[config.mk]
export PLATFORM = sky130hd
export DESIGN_NAME = key_bounce_gen
export DESIGN_NICKNAME = d
export VERILOG_FILES = /design/src/rtl/key_bounce_gen.sv
export SDC_FILE = /design/constraint.sdc
export NUM_CORES = 1
export LEC_CHECK = 0
export BUFFER_PORTS_ARGS = -buffer_cell sky130_fd_sc_hd__buf_2
export CELL_PAD_IN_SITES_DETAIL_PLACEMENT = 1
export CELL_PAD_IN_SITES_GLOBAL_PLACEMENT = 1
export CORE_MARGIN = 2
export CORE_UTILIZATION = 35
export CTS_BUF_LIST = sky130_fd_sc_hd__clkbuf_4
export DETAILED_ROUTE_END_ITERATION = 10
export HOLD_SLACK_MARGIN = 0.08
export PLACE_DENSITY = 0.61
export SYNTH_ARGS = -nofsm -noshare
export SYNTH_HDL_FRONTEND = slang
export SYNTH_SLANG_ARGS = --single-unit
export TNS_END_PERCENT = 10
[constraint.sdc]
create_clock -name sys_clk -period 3.85 [get_ports sys_clk]
set_clock_uncertainty 0.05 [all_clocks]
set_input_delay 0.1925 -clock sys_clk [delete_from_list [all_inputs] [get_ports sys_clk]]
set_output_delay 0.1925 -clock sys_clk [all_outputs]
set_load 0.01 [all_outputs]
[src/rtl/key_bounce_gen.sv]
// Key-press emulator: drives a bouncy press, a clean low hold, a bouncy release
// and a quiet high period on key_out (active-low key, idles high).
module key_bounce_gen #(
    parameter logic [15:0] BOUNCE_CNT = 16'd50,
    parameter logic [15:0] QUIET_CNT  = 16'd100,
    parameter logic [15:0] LFSR_SEED  = 16'hACE1
) (
    input  logic        sys_clk,
    input  logic        sys_rst_n,
    input  logic        start,
    input  logic        abort,
    input  logic [15:0] hold_len,
    output logic        key_out,
    output logic        busy,
    output logic        done,
    output logic [2:0]  dbg_state,
    output logic [15:0] dbg_lfsr
);

    // An all-zero seed would lock the LFSR, so it is replaced by 1.
    localparam logic [15:0] SEED = (LFSR_SEED == 16'd0) ? 16'd1 : LFSR_SEED;

    typedef enum logic [2:0] {
        IDLE     = 3'd0,
        P_BOUNCE = 3'd1,
        HOLD     = 3'd2,
        R_BOUNCE = 3'd3,
        QUIET    = 3'd4
    } state_t;

    state_t      state;
    state_t      state_nxt;
    logic [15:0] cnt;
    logic [15:0] cnt_nxt;
    logic [15:0] hold_q;
    logic [15:0] hold_nxt;
    logic [15:0] lfsr;
    logic [15:0] lfsr_nxt;
    logic [15:0] limit;
    logic        last;
    logic        key_nxt;
    logic        busy_nxt;
    logic        done_nxt;

    // Fibonacci LFSR, taps 16,14,13,11; free-running in every state.
    always_comb begin
        lfsr_nxt = {lfsr[14:0], lfsr[15] ^ lfsr[13] ^ lfsr[12] ^ lfsr[10]};
    end

    always_comb begin
        limit = BOUNCE_CNT;
        case (state)
            HOLD:    limit = hold_q;
            QUIET:   limit = QUIET_CNT;
            default: limit = BOUNCE_CNT;
        endcase
    end

    assign last = (cnt == (limit - 16'd1));

    always_comb begin
        state_nxt = state;
        cnt_nxt   = cnt + 16'd1;
        hold_nxt  = hold_q;
        case (state)
            IDLE: begin
                cnt_nxt = 16'd0;
                // abort wins over a simultaneous start
                if (start && !abort) begin
                    state_nxt = P_BOUNCE;
                    hold_nxt  = (hold_len == 16'd0) ? 16'd1 : hold_len;
                end
            end
            P_BOUNCE: begin
                if (abort) begin
                    state_nxt = QUIET;
                    cnt_nxt   = 16'd0;
                end else if (last) begin
                    state_nxt = HOLD;
                    cnt_nxt   = 16'd0;
                end
            end
            HOLD: begin
                if (abort) begin
                    state_nxt = QUIET;
                    cnt_nxt   = 16'd0;
                end else if (last) begin
                    state_nxt = R_BOUNCE;
                    cnt_nxt   = 16'd0;
                end
            end
            R_BOUNCE: begin
                if (abort || last) begin
                    state_nxt = QUIET;
                    cnt_nxt   = 16'd0;
                end
            end
            QUIET: begin
                if (last) begin
                    state_nxt = IDLE;
                    cnt_nxt   = 16'd0;
                end
            end
            default: begin
                state_nxt = IDLE;
                cnt_nxt   = 16'd0;
            end
        endcase
    end

    // Outputs are registered from the next state so they line up with it.
    always_comb begin
        busy_nxt = (state_nxt != IDLE);
        done_nxt = (state == QUIET) && (state_nxt == IDLE);
        case (state_nxt)
            P_BOUNCE, R_BOUNCE: key_nxt = lfsr_nxt[0];
            HOLD:               key_nxt = 1'b0;
            default:            key_nxt = 1'b1;
        endcase
    end

    always_ff @(posedge sys_clk or negedge sys_rst_n) begin
        if (!sys_rst_n) begin
            state   <= IDLE;
            cnt     <= 16'd0;
            hold_q  <= 16'd0;
            lfsr    <= SEED;
            key_out <= 1'b1;
            busy    <= 1'b0;
            done    <= 1'b0;
        end else begin
            state   <= state_nxt;
            cnt     <= cnt_nxt;
            hold_q  <= hold_nxt;
            lfsr    <= lfsr_nxt;
            key_out <= key_nxt;
            busy    <= busy_nxt;
            done    <= done_nxt;
        end
    end

    assign dbg_state = state;
    assign dbg_lfsr  = lfsr;

endmodule

[Word-level counts from Yosys, hierarchy flattened]
Index checks and enable logic that the tools add are counted.
Word-level totals
  bits in registers: 54
  latch bits: 0
  bits in writable memories: 0
  bits in read-only memories: 0
  bits of input ports: 20
  output and inout bits: 22
  word-level logic and storage cells: 46
  memories: 0
Cells by class
  add/sub/neg operators: 2
  $mul: 0
  div/mod/pow operators: 0
  order comparisons: 0
  eq/ne operators: 8
  shifts and indexed selects: 0
  mux-type cells: 15
  bitwise gates (word level): 3
  reduce and logical (&&, ||, !) cells: 11
Operator list (number)
  2-to-1 mux 16 bit: 4
  case mux 16 bit (3 select lines): 1
  case mux 16 bit (2 select lines): 1
  2-to-1 mux 3 bit: 7
  adder 16 x 1 -> 16 bit, second input constant: 1
  == test 16 bit: 1
  logical NOT 16 bit: 1
  subtractor 16 x 1 -> 16 bit, second input constant: 1
  case mux 3 bit (5 select lines): 1
  == test 3 x 2 -> 1 bit, second input constant: 4
  == test 3 x 1 -> 1 bit, second input constant: 2
  logical NOT 3 bit: 2
  OR reduction 2 bit: 2
  == test 3 bit, second input constant: 1
  nonzero test 3 bit: 1
  XOR 1 bit: 3
  logical AND 1 bit: 2
  case mux 1 bit (2 select lines): 1
  AND reduction 2 bit: 1
  logical NOT 1 bit: 1
  logical OR 1 bit: 1

[Logic depth before layout (Yosys ltp)]
Gate-level depths: netlist of run 1.
  depth in word-level cells: 10
  mapped depth: 16

[Worst setup path after synthesis of run 1]
OpenSTA, ideal clock, no wires.
  kind: reg2reg
  from: reg state[0], in the netlist dbg_state[0]
  to: reg cnt[0]
  setup time: 0.124 ns
  arrival time: 3.195 ns
  data required time: 3.676 ns
  slack: 0.480 ns
  stages on the path, launching flop included: 17
  path buffers: 4
  clock period less this slack: 3.370 ns
  cell sequence: dfrtp_1 buf_2 nor3b_4 clkbuf_1 nand2_1 ha_1 and4bb_2 nand3_2 nor4_4 a311oi_1 a21oi_1 a2111oi_0 and3_1 buf_6 o21bai_4 buf_6 nor2_1
On the way
  cells in the longest elaborated chain, start to end: 7
  elaborated cells between the ends (all ways): 13
  classes of those cells: 1 x add/sub; 5 x eq/ne; 5 x mux; 2 x reduce/logical
RTL lines
  from (decl): RTL line 31  | state_t state;
  from (signal assigned): RTL line 132  | state <= state_nxt;
  == test 3 bit / == test 3 x 2 -> 1 bit (equally long branches): RTL line 52, 65
  case mux 16 bit (2 select lines): RTL line 52  | case (state)
  subtractor 16 x 1 -> 16 bit: RTL line 59  | assign last = (cnt == (limit - 16'd1));
  == test 16 bit: RTL line 59
  2-to-1 mux 16 bit / logical OR 1 bit (equally long branches)
  2-to-1 mux 16 bit, on equally long branches: RTL line 75, 93
  case mux 16 bit (3 select lines) (*): RTL line 65  | case (state)
  via cnt_nxt[0]: RTL line 34  | logic [15:0] cnt_nxt;
  to (signal assigned): RTL line 133  | cnt <= cnt_nxt;
  to (decl): RTL line 33  | logic [15:0] cnt;
The timed path passes the listed nets; every way through them passes the cells marked *.
A chain may end at the register's enable or synchronous reset.

[Final worst setup path of run 1]
  from: reg state[1], in the netlist dbg_state[1]
  to: reg cnt[11]
The elaborated chain is that of the path after synthesis.

==> qor.csv, run 1 <==
metric,value,unit
detailed-router iteration count before antenna repair,4,
Filler cells,1020,
Detail Placement HPWL,5634,um
layout cells sized above 1,27.40,%
GR Util All Layers,16.29,%
global route overflow,0,
placed cell areas,3337,sq um
Static Leak,1.500,nW
Worst Hold End,busy$_DFF_PN0_,
Ports,42,
Core Area,8763,sq um
worst-path fanout max,16,
Max-Cap Viols,0,
Slew Limit Fails,0,
routed wire length per instance,16.41,um
Synth area leaders,"dfrtp_1, dfstp_2, mux2_2, xnor2_1, nor2_1",
worst r2r path cells,13,
Mapped Nets,346,
"Warnings, synthesis",0,
Final Cell Area,3600,sq um
clock latency on the worst-skew pair,0.39,ns
Synth Cell Area,3178,sq um
antenna-violating nets left,0,
syn_area_per_cell,9.809,sq um
routability-driven placement congestion ratio,0.7928,
Initial Utilization,36.26,%
crit path DAT,3.75,ns
final hold vios,0,
Max Fclk,283.2,MHz
DRT iter0 DRCs,85,
Sum Neg Setup Slack,0,ns
port buffer count,41,
largest net degree at the start of global routing,55,
FF-to-FF setup slack,0.32,ns
Post-Syn Instances,324,
number of flops mapped to enable cells by yosys,0,
row count,34,
n_diodes,0,
Synth Flop Type,dfrtp_1,
status,finished clean,
post-layout min period,3.531,ns
Crit Path Category,reg2reg,
RSZ-0062 raised after global routing,no,
vias post-DR,2473,
synth unique cells,63,
Area Overhead vs Synth,13.27,%
worst vdd ir,227.1,uV
most numerous cell in the Yosys netlist,dfrtp_1,
Final period util,91.72,%
Post-synth top cells,"dfrtp_1, nor2_1, nand3_1, xnor2_1, nand2_1",
Worst R2R Start,dbg_state[1]$_DFF_PN0_,
vias in the first global route,2518,
WL final,7764,um
largest area contributor in the netlist,dfrtp_1,
CP Capture Type,flip-flop,
Final nets,386,
sequential cell area fraction in the yosys report,42.87,%
r2r endpoint,cnt[11]$_DFF_PN0_,
Clock Sink Count,54,
register area,1364,sq um
Slew HR,48.08,%
first-pass GRT wire length,12790,um
CTS root buffer,clkbuf_4,
Final setup violation count,0,
Die ar.,9859,sq um
Worst-Margin Slew,0.7766,ns
Vias/cell,5.228,
WP data required,4.07,ns
Yosys top cell area share,35.43,%
DRC Markers,0,
final hold slack,0.1101,ns
Hold Crit Start,start,
H-tree depth,2,
critical path launch point type,flip-flop,
CTS buffer count,5,
area of the multi-input gates,1562,sq um
worst hold path class,in2reg,
TritonCTS clock tree,done,
initial antenna violation count,0,
#FFs+latches synth,54,
hold path cells,3,
clock slew at reported path FFs,0.17,ns
Clock Path Buffers,2,
Async SR Flop Fraction,100.0,%
Die Ht,99.29,um
pwr/cell area,497.6,nW/um^2
width of the chip,99.29,um
crit path launch,dbg_state[1]$_DFF_PN0_,
## cell families after synthesis
| kind of cell | Yosys count | share of synthesized area (%) |
|---|---|---|
| buffers and inverters | 42 | 8.071 |
| AOI/OAI and AO/OA | 59 | 13.47 |
| muxes | 15 | 5.315 |
| DFF | 54 | 42.87 |
| and+or+nand+nor | 122 | 21.22 |
| xor gates and xnor gates | 30 | 8.268 |
| adders and majority gates | 2 | 0.7873 |
## timing repair
| action | CTS | global route |
|---|---|---|
| gates resized for setup | 0 | 3 |
| endpoints found under the setup margin | 0 | 19 |
| endpoints found under the hold margin | 64 | 0 |
| hold buffers | 18 | 0 |
| buffers inserted | 0 | 2 |
## per-stage QoR
stage | worst slack [ns] | power (W) | utilization [%] | instances
floorplan | 0.4804 | 0.001341 | - | 324
global placement | 0.3020 | 0.001503 | 38.08 | 445
detailed placement | 0.1646 | 0.001511 | 38.08 | 445
CTS | 0.1263 | 0.001808 | 40.86 | 471
global route | 0.02701 | 0.001930 | 41.08 | 473
finish | 0.3188 | 0.001791 | 41.08 | 473
## final cells by class
cell class	count	share of cell area (%)
clock buffer	5	1.043
clock inverter	3	0.7299
inverter	8	0.8342
multi-input combinational	228	43.38
sequential	54	37.89
tap	108	3.754
timing repair buffer	67	12.37
## how the worst max path moves through the flow
stage                     cells after the start                 to
final                                        13  cnt[11]$_DFF_PN0_
after global placement                       13  cnt[15]$_DFF_PN0_
after detailed placement                     13   cnt[6]$_DFF_PN0_
after CTS                                    13  cnt[11]$_DFF_PN0_
after global routing                         13  cnt[11]$_DFF_PN0_
after floorplan                              16   cnt[0]$_DFF_PN0_
## routing by layer
| layer | part of all wire [%] | wire length (um) | vias up | global-route usage (%) |
|---|---|---|---|---|
| li1 | - | - | 1209 | - |
| met1 | 48 | 3692 | 1224 | 21.70 |
| met2 | 48 | 3765 | 35 | 27.91 |
| met3 | 3.1 | 240 | 5 | 2.460 |
| met4 | 0.84 | 65 | 0 | 3.899 |
| met5 | 0 | 0 | - | 0 |
## cells in the final DEF (no fill, tap or decap), drive strengths merged, types with 2 or more instances in the layout
cell type and instances:
a21o 2, o22ai 2, a21boi 3, clkbuf 5
o2111ai 3, dfrtp 45, a21oi 11, nor2b 2
nor3b 3, xnor2 18, or2 4, o21a 2
or3 3, nor3 6, nand4 2, mux2 15
o21ai 14, dfstp 9, nor4 8, nor2 36
a221o 2, ha 2, nand4b 2, and3 6
nand3 19, nand2 17, nor4b 3, o21bai 2
dlygate4sd3 18, xor2 12, a211oi 3, and2 2
buf 49, inv 10, nand2b 6
## worst max-delay path, stage by stage (launching register included)
cell       delay [ns]
dfrtp_2          0.52
nand2b_1         0.24
o21a_1           0.13
nor2_1           0.08
ha_1             0.27
and4bb_2         0.28
nand3_2          0.17
o2111ai_1        0.29
o311a_1          0.24
o2111ai_1        0.14
nor4_2           0.30
and3_2           0.31
o21bai_4         0.26
nor2_1           0.10
## power breakdown
group	internal (W)	switching, W
clock	0.0000778	0.000199
combinational	0.000312	0.000348
sequential	0.000676	0.000178
## registers in the layout (all words and copies together) (netlist names)
name       flops
key_out        1
cnt           16
hold_q        16
dbg_lfsr      16
busy           1
done           1
dbg_state      3
Note: power is estimated with default switching activity, not from simulation.
==> run 2: changes to the inputs <==
- CORE_ASPECT_RATIO: default -> 0.5
- CTS_BUF_LIST: sky130_fd_sc_hd__clkbuf_4 -> sky130_fd_sc_hd__clkbuf_8
- PLACE_DENSITY: 0.61 -> 0.76
==> qor.csv, run 2 (same netlist as run 1, synthesis figures left out) <==
metric,value,unit
Detail Placement HPWL,6137,um
critical path launch point type,flip-flop,
Filler cells,1013,
Area Overhead vs Synth,12.68,%
hold path cells,2,
worst vdd ir,176.7,uV
Die ar.,9905,sq um
Ports,42,
most frequent cells in the layout,"dfrtp_1, buf_2, nor2_1",
CTS buffer count,5,
global route overflow,0,
H-tree depth,2,
worst-path fanout max,11,
n_diodes,0,
"most common cell after layout, fill and taps aside",dfrtp_1,
routed wire length per instance,17.23,um
row count,24,
pwr/cell area,540.0,nW/um^2
initial antenna violation count,0,
Final period util,92.35,%
CTS root buffer,clkbuf_8,
WP data required,4.01,ns
WL final,8113,um
worst hold path class,in2reg,
Final setup violation count,0,
Initial Utilization,36.24,%
Place WS,0.02399,ns
post-layout min period,3.556,ns
Slew HR,47.31,%
Sum Neg Setup Slack,0,ns
Final WS setup,0.2944,ns
Final Cell Area,3581,sq um
Static Leak,1.474,nW
area of the multi-input gates,1579,sq um
width of the chip,138.8,um
"Setup Fix Bufs, Post-CTS",0,
clock latency on the worst-skew pair,0.31,ns
Final nets,375,
Core Area,8768,sq um
vias in the first global route,2661,
TritonCTS clock tree,done,
final hold slack,0.07953,ns
vias post-DR,2510,
register area,1364,sq um
DRC Markers,0,
final hold vios,0,
largest net degree at the start of global routing,55,
clock slew at reported path FFs,0.10,ns
Max-Cap Viols,0,
first-pass GRT wire length,13330,um
GR Util All Layers,16.78,%
RSZ-0062 raised after global routing,no,
DRT iter0 DRCs,115,
crit path DAT,3.72,ns
Clock Path Buffers,2,
Slew Limit Fails,0,
placed cell areas,3333,sq um
Crit Path Category,reg2reg,
Clock Sink Count,54,
port buffer count,41,
routability-driven placement congestion ratio,0.8466,
status,finished clean,
worst r2r path cells,13,
layout cells sized above 1,27.68,%
Die Ht,71.38,um
Tot Pwr,0.001934,W
detailed-router iteration count before antenna repair,4,
Worst-Margin Slew,0.7882,ns
antenna-violating nets left,0,
Vias/cell,5.329,
CP Capture Type,flip-flop,
Max Fclk,281.2,MHz
-- run 2: cell count changes in the layout (fill, tap and decap cells not counted), sizes merged --
cell / before / now
bufinv: 0 / 1
inv: 10 / 9
dlygate4sd3: 18 / 11
buf: 49 / 45
-- run 2: worst paths after layout --
kind,start,slack (ns),end
worst max-delay path,dbg_state[2]$_DFF_PN0_,0.29,key_out$_DFF_PN1_
worst min-delay path,hold_len[13],0.08,hold_q[13]$_DFFE_PN0P_
worst max register to register,dbg_state[2]$_DFF_PN0_,0.29,key_out$_DFF_PN1_
worst min register to register,dbg_lfsr[6]$_DFF_PN1_,0.32,dbg_lfsr[7]$_DFF_PN1_
max in group asynchronous,sys_rst_n,2.76,dbg_state[2]$_DFF_PN0_
min in group asynchronous,sys_rst_n,0.46,cnt[12]$_DFF_PN0_
-- run 2: power by group --
| part | switching [W] | total, W | internal (W) |
|---|---|---|---|
| registers | 0.000210 | 0.000887 | 0.000677 |
| logic | 0.000346 | 0.000646 | 0.000300 |
| clock network | 0.000203 | 0.000400 | 0.000198 |
-- run 2: critical path: stages (launching register included) --
cell      delay [ns]
dfrtp_2         0.49
nand2b_2        0.25
o21a_1          0.18
nor2_1          0.09
ha_2            0.25
and4bb_2        0.26
nand3_2         0.20
o31a_1          0.32
nor3_1          0.22
o21ai_0         0.15
nor4_2          0.29
and3_4          0.30
a21oi_1         0.09
o311ai_2        0.30
-- run 2: cell type report --
| class | count | share of cell area, % |
|---|---|---|
| Clock buffer | 5 | 1.922 |
| Sequential cell | 54 | 38.09 |
| Timing Repair Buffer | 56 | 9.644 |
| Inverter | 8 | 0.8386 |
| Multi-Input combinational cell | 228 | 44.09 |
| Clock inverter | 3 | 1.328 |
| Tap cell | 117 | 4.088 |
-- run 2: what timing repair did --
item,CTS,global route
hold buffers,8,3
pin swaps,0,1
hold endpoints to repair,52,3
setup endpoints to repair,5,21
gates resized for setup,2,5
-- run 2: through the flow --
stage / std cells / util [%]
after floorplan: 324 / -
after global placement: 452 / 38.01
after detailed placement: 452 / 38.01
after CTS: 468 / 40.28
after global routing: 471 / 40.84
final: 471 / 40.84
-- run 2: layer usage --
metal  vias up  wire (um)  GRT usage [%]  part of all wire [%]
li1       1181          -              -                     -
met1      1272       3695          20.98                    46
met2        42       3990          29.67                    49
met3        15        272          3.275                   3.4
met4         0        154          5.836                   1.9
met5         -          0              0                     0
==> run 3: changes to the inputs <==
- CORE_ASPECT_RATIO: 0.5 -> 0.7
==> qor.csv, run 3 (same netlist as run 1, synthesis figures left out) <==
metric,value,unit
P_sw,0.0007547,W
post-layout min period,3.630,ns
Worst-Margin Slew,0.7749,ns
Clock Sink Count,54,
Slew HR,48.20,%
WL final,8423,um
Vias/cell,5.324,
vias post-DR,2566,
sw frac,40.55,%
Die ar.,9871,sq um
layout cells sized above 1,27.09,%
DRT iter0 DRCs,86,
initial antenna violation count,0,
clock latency on the worst-skew pair,0.32,ns
worst vdd ir,146.6,uV
routed wire length per instance,17.48,um
"most common cell after layout, fill and taps aside",dfrtp_1,
Core Area,8926,sq um
H-tree depth,2,
Final period util,94.28,%
TritonCTS clock tree,done,
Sum Neg Setup Slack,0,ns
first-pass GRT wire length,14190,um
routability-driven placement congestion ratio,0.8529,
most frequent cells in the layout,"dfrtp_1, buf_2, nor2_1",
pwr/cell area,520.0,nW/um^2
worst hold path class,in2reg,
clock slew at reported path FFs,0.10,ns
largest net degree at the start of global routing,55,
vias in the first global route,2693,
Final setup violation count,0,
worst-path fanout max,10,
crit path DAT,3.78,ns
Initial Utilization,35.60,%
antenna-violating nets left,0,
r2r endpoint,dbg_state[0]$_DFF_PN0_,
global route overflow,0,
detailed-router iteration count before antenna repair,4,
CTS buffer count,5,
final hold vios,0,
Die Ht,83.73,um
worst r2r path cells,13,
Hold Crit Start,hold_len[8],
Final nets,379,
Gate power share,35.1,%
"Setup Fix Bufs, Post-CTS",0,
sequential power share,47.6,%
row count,29,
Static Leak,1.478,nW
GR Util All Layers,18.12,%
CP Capture Type,flip-flop,
Max-Cap Viols,0,
FF-to-FF setup slack,0.22,ns
Worst R2R Start,dbg_state[2]$_DFF_PN0_,
width of the chip,117.9,um
CTS root buffer,clkbuf_8,
Worst Hold End,hold_q[8]$_DFFE_PN0P_,
Clock Path Buffers,2,
n_diodes,0,
Crit Path Category,reg2reg,
port buffer count,41,
hold path cells,2,
Max Fclk,275.5,MHz
Slew Limit Fails,0,
Filler cells,1057,
Area Overhead vs Synth,12.64,%
Internal,0.001107,W
Ports,42,
Detail Placement HPWL,6255,um
critical path launch point type,flip-flop,
status,finished clean,
DRC Markers,0,
Clk pwr share,17.3,%
WP data required,4.00,ns
final hold slack,0.09778,ns
run 3: through the flow:
step                      cells  total power [W]  util (%)  instance area [sq um]  setup WS [ns]
after global routing        482         0.001994     40.10                   3580      -0.007329
after detailed placement    461         0.001527     37.61                   3357         0.2300
after CTS                   482         0.001869     40.08                   3577         0.2055
after floorplan             324         0.001341         -                   3178         0.4804
after global placement      461         0.001487     37.61                   3357         0.4418
final                       482         0.001861     40.10                   3580         0.2202
run 3: power groups by stage:
stage / registers [W] / logic (W) / clock network (W)
2_1_floorplan: 0.000798 / 0.000543 / 0
3_3_place_gp: 0.000878 / 0.000609 / 0
3_5_place_dp: 0.000893 / 0.000634 / 0
4_1_cts: 0.000882 / 0.000651 / 0.000336
5_1_grt: 0.000913 / 0.000725 / 0.000356
6_report: 0.000886 / 0.000654 / 0.000322
run 3: worst max path at each step:
stage,start,endpoint,cells after the start
final,dbg_state[2]$_DFF_PN0_,dbg_state[0]$_DFF_PN0_,13
after global routing,dbg_state[2]$_DFF_PN0_,dbg_state[0]$_DFF_PN0_,13
after CTS,dbg_state[2]$_DFF_PN0_,dbg_state[0]$_DFF_PN0_,13
after detailed placement,dbg_state[2]$_DFF_PN0_,dbg_state[0]$_DFF_PN0_,13
after global placement,dbg_state[2]$_DFF_PN0_,dbg_state[0]$_DFF_PN0_,13
after floorplan,dbg_state[0]$_DFF_PN0_,cnt[0]$_DFF_PN0_,16
run 3: per-layer routing:
layer | vias to the layer above | GRT usage, % | share of wire (%)
li1 | 1200 | - | -
met1 | 1293 | 26.50 | 49
met2 | 66 | 27.70 | 45
met3 | 7 | 3.142 | 5.4
met4 | 0 | 4.819 | 1.0
met5 | - | 0 | 0
run 3: area by class of cell:
class	count	area [sq um]	share of cell area, %
tap	124	155.1	4.334
clock inverter	3	21.27	0.5942
inverter	8	30.03	0.8389
clock buffer	5	68.82	1.922
sequential	54	1363	38.06
multi-input combinational	228	1562	43.62
timing repair buffer	60	380.4	10.63
run 3: worst max-delay path, cell delays in order (launching register included):
cell and delay, ns:
dfrtp_1 0.42, nand2b_1 0.17, o21a_1 0.17, nor2_1 0.08, ha_1 0.28, and4bb_2 0.28, nand3_2 0.20, o31a_1 0.33
nor3_1 0.19, o21ai_0 0.13, nor4_2 0.38, and3_2 0.36, a211oi_1 0.10, a211oi_1 0.35
run 3: timing repair:
action,in CTS,in global routing
setup endpoints to repair,0,18
hold endpoints to repair,57,0
resized for setup,0,2
hold buffers,13,0
